### config.mk
export PLATFORM = sky130hd
export DESIGN_NAME = stop_watch_if_amisha
export DESIGN_NICKNAME = d
export VERILOG_FILES = /design/src/rtl/stop_watch_if_amisha.sv
export SDC_FILE = /design/constraint.sdc
export NUM_CORES = 1
export LEC_CHECK = 0
export ABC_AREA = 0
export CAP_MARGIN = 0
export CORE_AREA = 2 2 66 68
export DETAILED_ROUTE_END_ITERATION = 8
export DIE_AREA = 0 0 68 70
export PLACE_DENSITY = 0.77
export REMOVE_ABC_BUFFERS = 1
export SYNTH_ARGS = -nofsm -noshare
export SYNTH_HDL_FRONTEND = slang
export SYNTH_SLANG_ARGS = --single-unit
export TNS_END_PERCENT = 100
### constraint.sdc
create_clock -name clk_amisha -period 2.3 [get_ports clk_amisha]
set_input_delay 0.46 -clock clk_amisha [delete_from_list [all_inputs] [get_ports clk_amisha]]
set_output_delay 0.46 -clock clk_amisha [all_outputs]
set_load 0.02 [all_outputs]
### src/rtl/stop_watch_if_amisha.sv
// Stopwatch with a 0.1 s prescaler and three BCD digits (d2 d1 . d0, 00.0-99.9).
// The prescaler advances only while go is high and keeps its partial count across
// pauses. A synchronous clear zeroes everything and wins over go and a tick.
module stop_watch_if_amisha #(
  parameter int DVSR = 5000000
) (
  input  logic       clk_amisha,
  input  logic       reset_n_amisha,
  input  logic       go_amisha,
  input  logic       clr_amisha,
  output logic [3:0] d2_amisha,
  output logic [3:0] d1_amisha,
  output logic [3:0] d0_amisha
);

  localparam int            PW   = 23;
  localparam logic [PW-1:0] LAST = PW'(DVSR - 1);
  localparam logic [3:0]    NINE = 4'd9;

  logic [PW-1:0] ps_q, ps_d;
  logic [3:0]    d2_q, d1_q, d0_q;
  logic [3:0]    d2_d, d1_d, d0_d;
  logic          tick;

  // The tick is the last prescaler count of a 0.1 s interval, qualified by go.
  assign tick = go_amisha && (ps_q == LAST);

  // Prescaler next state: clear first, then wrap on tick, then count while go.
  always_comb begin
    // NOTE: every combinational output gets a default first so no path leaves it
    // unassigned, which would otherwise infer a latch.
    ps_d = ps_q;
    if (clr_amisha) begin
      ps_d = '0;
    end else if (tick) begin
      ps_d = '0;
    end else if (go_amisha) begin
      ps_d = ps_q + PW'(1);
    end
  end

  // BCD ripple increment on tick; d2 rolls over so 99.9 becomes 00.0.
  always_comb begin
    d0_d = d0_q;
    d1_d = d1_q;
    d2_d = d2_q;
    if (clr_amisha) begin
      d0_d = '0;
      d1_d = '0;
      d2_d = '0;
    end else if (tick) begin
      if (d0_q == NINE) begin
        d0_d = '0;
        if (d1_q == NINE) begin
          d1_d = '0;
          d2_d = (d2_q == NINE) ? 4'd0 : d2_q + 4'd1;
        end else begin
          d1_d = d1_q + 4'd1;
        end
      end else begin
        d0_d = d0_q + 4'd1;
      end
    end
  end

  // State register: prescaler and digits, all zeroed asynchronously by reset.
  always_ff @(posedge clk_amisha or negedge reset_n_amisha) begin
    // NOTE: sequential state uses non-blocking assignments so every register
    // samples the pre-edge values, independent of statement order.
    if (!reset_n_amisha) begin
      ps_q <= '0;
      d0_q <= '0;
      d1_q <= '0;
      d2_q <= '0;
    end else begin
      ps_q <= ps_d;
      d0_q <= d0_d;
      d1_q <= d1_d;
      d2_q <= d2_d;
    end
  end

  assign d2_amisha = d2_q;
  assign d1_amisha = d1_q;
  assign d0_amisha = d0_q;

endmodule

==> results of run 1 <==
==> path summary, 6_finish.rpt <==
check                          startpoint      endpoint  cells past startpoint
min in group asynchronous  reset_n_amisha  d0_amisha[3]                      2
setup / recovery                 ps_q[20]  d1_amisha[1]                      5
hold / removal               d2_amisha[3]  d2_amisha[3]                      1
setup reg to reg                 ps_q[20]  d1_amisha[1]                      5
hold reg to reg              d2_amisha[3]  d2_amisha[3]                      1
max in group asynchronous  reset_n_amisha      ps_q[12]                      2
==> stage by stage <==
step | hold slack, ps | utilization | cell area (um2) | worst slack [ps]
final | 562 | 0.566 | 2350 | 131
after global routing | 587 | 0.566 | 2350 | 15.6
after CTS | 568 | 0.559 | 2320 | 67.5
after detailed placement | 558 | 0.534 | 2210 | 73.2
after global placement | 510 | 0.534 | 2210 | 154
after floorplan | 164 | - | 1900 | 143
==> flip-flops by register name, indices dropped and copies added (netlist names) <==
register   flops
d0_amisha      4
d1_amisha      4
d2_amisha      4
ps_q          23
==> power by group <==
group,internal (mW),switching (mW)
clock network,0.273,0.235
logic,0.0173,0.0333
registers,0.617,0.00344
total,0.907,0.272
==> metal layers <==
layer,up-vias,part of all wire,global-route usage
li1,788,-,-
met1,797,0.43,0.254
met2,46,0.49,0.298
met3,10,0.048,0.0531
met4,0,0.023,0.0756
met5,-,0,0
==> logic make-up after synthesis <==
family,Yosys count,share of synthesized area
xor+xnor,20,0.0909
flops,35,0.455
mux,4,0.0208
simple gates,112,0.312
fa+ha+maj,7,0.0455
compound gates,17,0.0539
buf+inv,11,0.0221
==> worst max-delay path, delay by kind of cell, from the launching register on <==
kind	cells	cell delay [ps]
compound gates	1	160
flops	1	410
simple gates	4	1520
==> final cells by class <==
type / count / area [um2]
Fill cell: 373 / 1800
Multi-Input combinational cell: 160 / 1020
Sequential cell: 35 / 876
Timing Repair Buffer: 28 / 264
Clock buffer: 7 / 96.3
Tap cell: 52 / 65.1
Inverter: 5 / 18.8
Clock inverter: 1 / 7.51
==> synthesized netlist by cell type (all sizes together), types with 2 or more instances <==
cell and number:
nand4 12, clkbuf 5, xnor2 6, o21ai 3, nand2b 3, and3 2, nor2b 2, or4 5
inv 5, or3 7, nand3 15, and4 2, or4b 2, and2 4, ha 7, xor2 14
nor4 5, mux2i 4, nand2 17, dfrtp 35, nor2 32, a21oi 8
==> what timing repair did <==
action / CTS / global route
hold buffers: 0 / 0
endpoints found under the setup margin: 0 / 2
setup buffers: 0 / 2
resized for setup: 0 / 3
==> out/qor.yml, run 1 <==
routing:
  dr_total_vias: 1641
  drt_pass_1_iters: 4
  drt.antenna.violating_nets: 0
  number_of_vias_per_cell: 5.70
  drt-total-wl_um: 4080
  drc: 0
  drt-wirelength-per-cell_um: 14.2
  drt_iter0_markers: 87
clock_network:
  cts_buffers: 5
  cts.clk_slew.worst_paths_ps: 80
  cts_sinks: 35
  htree_num_levels: 2
  clkLatencyLatePin_ps: 290
  clk_root_buffer_cell: "clkbuf_8"
  clock_tree_from_tritoncts: "built"
  clockBufferDepth: 2
floorplanning:
  die_span_in_x_um: 68
  boundaryPins: 16
  start_util: 0.465
  row_count: 24
  placeableCoreArea_mm2: 0.00414
  die_height_um: 70
  fp.dieArea_mm2: 0.00476
logic_synthesis:
  synth_top_cell_area_share: 0.455
  netlist-cell-type-count: 36
  fraction_of_registers_with_async_set_reset: 1.00
  mappedNetlistArea_mm2: 0.00193
  yosysSeqAreaShare: 0.455
  ys_ff_latch: 35
  dominantRegCellSynth: "dfrtp_1"
  synthCells: 206
  synth.yosys.warnings: 0
  avgSynthCellArea_um2: 9.35
  number_of_flops_mapped_to_enable_cells_by_yosys: 0
  synth.top_cells.by_area: "dfrtp_1 45%, xor2_1 6.4%, nor2_1 6.2%"
  synth_top_cell_by_area: "dfrtp_1"
global_route:
  via_count_of_the_first_global_routing_pass: 1516
  grt_overflow_total: 0
  grt_usage: 0.193
  grt_max_degree: 36
  grt_pass1_wl_um: 7000
  antenna_found_initial: 0
sta:
  slew-limit-headroom: 0.698
  tightest_slew_ps: 453
  setup_tns_ps: 0
  grt_setup_unrepaired: "false"
  finalMaxSlewViolations: 0
  setup_viol: 0
  finalCriticalPeriod_ps: 2170
  min_period_over_period: 0.943
  hold_viol: 0
  max_freq_ghz: 0.461
  worst_clock_skew_ps: 13.2
place:
  detailedPlacementHpwl_um: 2910
  gp_congestion: 0.869
  place.port_buffers: 15
  dpl.cell_count: 278
cells_and_area:
  final_layout_size_suffix_gt1_frac: 0.119
  diodes: 0
  final-instance-count-excl-fill: 288
  area_delta_synth_final_pct: 21.8
  final_net_count: 246
  layout.cells.most_common: "dfrtp_1"
  layout_common_cells: "35 x dfrtp_1, 32 x nor2_1, 16 x nand2_1"
setup_path:
  path_max_fanout: 6
  worst-setup-path-type: "register to register"
  critPathRequiredTime_ps: 2520
  slowest_stage: "or4b_4"
  crit_path_end_kind: "register"
  slowest_delay_ps: 550
  crit_path_cell_trace: "or4b_4 > nor4_4 > nand2_2 > or4_1 > a21oi_1"
  cp_data_arrival_time_ps: 2390
  ff2ff_setup_slack_ps: 130
  cp-start-kind: "register"
hold_path:
  worst_hold_path_type: "register to register"
power:
  finalPower_mw: 1.18
  static-leakage-power_nw: 0.993
  power-per-cell-area_mw_per_mm2: 503
  vdd_ir_drop_max_uv: 303
run_status:
  result_of_the_run: "finished, final reports clean"
job:
  maxCapViolCount: 0
Note: power is estimated with default switching activity, not from simulation.
==> run 2: changes to the inputs <==
--- a/config.mk
+++ b/config.mk
@@ -7,9 +7,9 @@
 export LEC_CHECK = 0
 export ABC_AREA = 0
 export CAP_MARGIN = 0
-export CORE_AREA = 2 2 66 68
+export CORE_AREA = 2 2 59 75
 export DETAILED_ROUTE_END_ITERATION = 8
-export DIE_AREA = 0 0 68 70
+export DIE_AREA = 0 0 61 77
 export PLACE_DENSITY = 0.77
 export REMOVE_ABC_BUFFERS = 1
 export SYNTH_ARGS = -nofsm -noshare
==> out/qor.yml, run 2 (same netlist as run 1, synthesis figures left out) <==
power:
  netSwitchingFraction: 0.225
  switchingPower_mw: 0.253
  power-per-cell-area_mw_per_mm2: 475
  vdd_ir_drop_max_uv: 251
  static-leakage-power_nw: 1.00
  share_seq_of_total_power: 0.553
  p_comb_frac: 0.044
  clock_power_share: 0.403
  internal-power_mw: 0.870
setup_path:
  critPathRequiredTime_ps: 2520
  worst-setup-path-type: "register to register"
  critical_path.top_delay_family: "simple AND/OR/NAND/NOR gates"
  path_max_fanout: 8
  cp-start-kind: "register"
  slowest_delay_ps: 560
  crit_path_end_kind: "register"
  crit_path_cell_trace: "or4b_4 > nor4_4 > nand2_2 > or4_4 > a21oi_2"
  critical_path.n_buffers_inverters: 0
  slowest_stage: "or4b_4"
  cp_data_arrival_time_ps: 2430
place:
  dpl.cell_count: 283
  place.port_buffers: 15
  detailedPlacementHpwl_um: 2900
  gp_congestion: 0.789
  placement.cell_area_mm2: 0.00223
clock_network:
  cts_buffers: 5
  clock_tree_from_tritoncts: "built"
  clkLatencyLatePin_ps: 290
  cts-hold-fix-buffers: 0
  htree_num_levels: 2
  cts.clk_slew.worst_paths_ps: 80
  clockBufferDepth: 2
  cts_sinks: 35
  clk_root_buffer_cell: "clkbuf_8"
routing:
  drt_pass_1_iters: 4
  drt-wirelength-per-cell_um: 14.0
  number_of_vias_per_cell: 5.54
  drt-total-wl_um: 4090
  dr_total_vias: 1623
  drt.antenna.violating_nets: 0
  drt_iter0_markers: 72
  drc: 0
sta:
  max_freq_ghz: 0.454
  setup_tns_ps: 0
  min_period_over_period: 0.958
  worst_clock_skew_ps: 8.00
  slew-limit-headroom: 0.705
  finalMaxSlewViolations: 0
  hold_viol: 0
  finalCriticalPeriod_ps: 2200
  tightest_slew_ps: 441
  grt_setup_unrepaired: "false"
  setup_viol: 0
cells_and_area:
  final-instance-count-excl-fill: 293
  finish.instance_area_mm2: 0.00236
  num-fill-cells: 358
  final_layout_size_suffix_gt1_frac: 0.135
  largest_register_ffs: 23
  final-seq-area_um2: 876
  final_core_util: 0.590
  layout_common_cells: "35 x dfrtp_1, 32 x nor2_1, 16 x nand2_1"
  area_delta_synth_final_pct: 22.6
  final_net_count: 248
  max_flop_register: "ps_q"
  multi_input_comb_area_mm2: 0.00103
  layout.cells.most_common: "dfrtp_1"
  diodes: 0
floorplanning:
  die_height_um: 77
  boundaryPins: 16
  placeableCoreArea_mm2: 0.00400
  die_span_in_x_um: 61
  start_util: 0.482
  row_count: 26
  fp.dieArea_mm2: 0.00470
hold_path:
  worst_hold_path_type: "register to register"
global_route:
  grt_overflow_total: 0
  grt_max_degree: 36
  antenna_found_initial: 0
  grt_usage: 0.196
  via_count_of_the_first_global_routing_pass: 1641
  grt_pass1_wl_um: 7040
job:
  maxCapViolCount: 0
run_status:
  result_of_the_run: "finished, final reports clean"
-- run 2: power groups by stage --
stage          Combinational [mW]  Clock, mW  Sequential, mW
3_3_place_gp               0.0492          0           0.633
3_5_place_dp               0.0496          0           0.633
5_1_grt                    0.0556      0.492           0.621
6_report                   0.0489      0.453           0.621
4_1_cts                    0.0498      0.466           0.621
2_1_floorplan              0.0133          0           0.632
-- run 2: timing repair --
| action | 4_1_cts | 5_1_grt |
|---|---|---|
| resized for setup | 0 | 6 |
| buffers inserted | 0 | 3 |
| setup endpoints to repair | 0 | 6 |
-- run 2: cell type report --
class | count | share of cell area
sequential | 35 | 0.371
tap | 56 | 0.0297
multi-input combinational | 160 | 0.436
clock buffer | 6 | 0.0350
timing repair buffer | 30 | 0.118
clock inverter | 1 | 0.00212
inverter | 5 | 0.00794
-- run 2: layer usage --
layer	share of wire	track usage
met1	0.40	0.209
met2	0.55	0.352
met3	0.035	0.0489
met4	0.014	0.0783
met5	0	0
-- run 2: through the flow --
step,setup slack [ps],hold slack [ps],power [mW]
4_1_cts,56.4,528,1.14
6_report,95.6,539,1.12
2_1_floorplan,143,164,0.645
3_5_place_dp,46.8,518,0.682
5_1_grt,7.44,581,1.17
3_3_place_gp,97.0,510,0.682
-- run 2: worst paths after layout --
kind | cells after the start | start | to | slack (ps)
worst min-delay path | 1 | d2_amisha[3] | d2_amisha[3] | 540
max in group asynchronous | 2 | reset_n_amisha | d2_amisha[1] | 1400
worst max-delay path | 5 | ps_q[13] | d1_amisha[1] | 100
min in group asynchronous | 2 | reset_n_amisha | ps_q[7] | 580
worst min register to register | 1 | d2_amisha[3] | d2_amisha[3] | 540
worst max register to register | 5 | ps_q[13] | d1_amisha[1] | 100
-- run 2: worst register-to-register path, cell delays in order (launching register included) --
cell,delay [ps]
dfrtp_1,420
or4b_4,560
nor4_4,310
nand2_2,170
or4_4,540
a21oi_2,140
==> variant (flow settings as in run 1) <==
Make the reset (`reset_n_amisha`) synchronous in one clocked block. Comments in the files are not updated.
--- a/src/rtl/stop_watch_if_amisha.sv
+++ b/src/rtl/stop_watch_if_amisha.sv
@@ -65,5 +65,5 @@
 
   // State register: prescaler and digits, all zeroed asynchronously by reset.
-  always_ff @(posedge clk_amisha or negedge reset_n_amisha) begin
+  always_ff @(posedge clk_amisha) begin
     // NOTE: sequential state uses non-blocking assignments so every register
     // samples the pre-edge values, independent of statement order.
Behaviour: same outputs for any inputs over 10 cycles, from zero or initial values and one cycle with reset_n_amisha low; that may be too few to reach the edited logic, so the function may still have changed.
==> variant against run 1 <==
- maximum frequency up 7.4%
- synthesized area down 16%
- largest power group unchanged
- setup slack better by 0.15 ns
- largest cell class unchanged
- power down 10%
- design area down 16%
- sequential cell count unchanged
- routed wire length down 25%
==> variant: results (changes against run 1) <==
DR vias - 1327 (was 1641)
Root Buffer - clkbuf_8 (unchanged)
Inst Count DP - 255 (was 278)
Sequential share of the synthesized area - 43.08% (was 45.45%)
Setup bufs post-CTS - 0 (unchanged)
CP max FO - 7 (was 6)
Initial drt markers - 43 (was 87)
Met2 WL post-DR - 1393 um (was 2017 um)
GRT Total Usage - 15.01% (was 19.31%)
Seq pwr share - 57.4% (was 52.6%)
Worst clock skew - 0.007749 ns (was 0.01320 ns)
Metal-1 WL - 1457 um (was 1772 um)
Internal Power - 0.8332 mW (was 0.9074 mW)
Top Metal Used - met4 (unchanged)
Cell Area, Placed - 1892 sq um (was 2213 sq um)
WP data arrival - 2.24 ns (was 2.39 ns)
Gate Count Post-Synth - 186 (was 206)
Global-route wire length before repair - 5416 um (was 6996 um)
CTS Buf Count - 5 (unchanged)
Initial antenna violation count - 0 (unchanged)
VDD IR-drop max - 0.3086 mV (was 0.3029 mV)
Largest net degree at the start of global routing - 24 (was 36)
Reg2Reg Depth - 6 (was 5)
Max reg flops - 23 (unchanged)
Synth cell count leaders - dfxtp_1 (35), nor2_1 (31), xor2_1 (21) (was dfrtp_1 (35), nor2_1 (32), nand2_1 (16))
Crit-path max cell delay - 0.55 ns (about the same)
Asr flop ratio synth - 0% (was 100.0%)
Outcome - completed (unchanged)
Layout Nets - 215 (was 246)
Met1 usage in global routing - 18.51% (was 25.42%)
DP Worst Slack - -0.02102 ns (was 0.07320 ns)
Main area contributors after synthesis - dfxtp_1 (43%), xor2_1 (11%), nor2_1 (7.2%) (was dfrtp_1 (45%), xor2_1 (6.4%), nor2_1 (6.2%))
Comb pwr share - 2.6% (was 4.3%)
Worst hold path depth - 2 (was 1)
M2 GR Usage - 22.65% (was 29.77%)
Leakage power - 0.7098 nW (was 0.9928 nW)
Worst Tran Pin Value - 0.2573 ns (was 0.4529 ns)
Via density - 5.046 (was 5.698)
Share of cells above drive strength 1 - 9.953% (was 11.86%)
Wire per inst - 11.59 um (was 14.17 um)
Setup-failing EPs final - 0 (unchanged)
Placer congestion estimate - 0.8182 (was 0.8689)
TritonRoute pass-1 iters - 4 (unchanged)
HPWL Detailed - 2151 um (was 2915 um)
Total net switching power - 0.2263 mW (was 0.2721 mW)
# fillers - 391 (was 373)
Post-cts sizing count - 0 (unchanged)
M3 GR Usage - 5.797% (was 5.314%)
variant: cell count changes after synthesis, sizes merged, moves of 4 or more:
cell	run 1	this run
and2	4	0
and3	2	7
dfrtp	35	0
dfxtp	0	35
ha	7	1
nand4	12	8
xor2	14	21
variant: worst register-to-register path: stages (launching register included):
cell	delay, ns
dfxtp_1	0.36
or4b_4	0.55
nor4_4	0.13
buf_4	0.18
nand3_2	0.14
or4_1	0.43
a31oi_1	0.17
variant: kinds of logic (layout without fill, tap and decap cells):
logic type | count (synthesis) | count (layout) | synth area share, %
AOI/OAI and AO/OA | 16 | 16 | 5.769
xor gates and xnor gates | 26 | 26 | 14.00
adders and majority gates | 1 | 1 | 0.7691
buffers and inverters | 10 | 35 | 2.307
DFF | 35 | 35 | 43.08
muxes | 2 | 2 | 1.231
and+or+nand+nor | 96 | 96 | 32.85
variant: final cells by class:
cell class	instances	area [sq um]	area share, %
Tap cell	52	65.06	3.297
Sequential cell	35	700.7	35.51
Clock inverter	1	5.005	0.2536
Multi-Input combinational cell	141	888.4	45.02
Clock buffer	7	76.32	3.868
Timing Repair Buffer	23	222.7	11.29
Inverter	4	15.01	0.7609
variant: path summary, 6_finish.rpt:
check                                      startpoint                   endpoint  slack (ns)
worst min-delay path            ps_q[22]$_SDFFE_PP0P_      ps_q[22]$_SDFFE_PP0P_        0.51
worst min register to register  ps_q[22]$_SDFFE_PP0P_      ps_q[22]$_SDFFE_PP0P_        0.51
worst max-delay path            ps_q[16]$_SDFFE_PP0P_  d2_amisha[3]$_SDFFE_PP0P_        0.28
worst max register to register  ps_q[16]$_SDFFE_PP0P_  d2_amisha[3]$_SDFFE_PP0P_        0.28
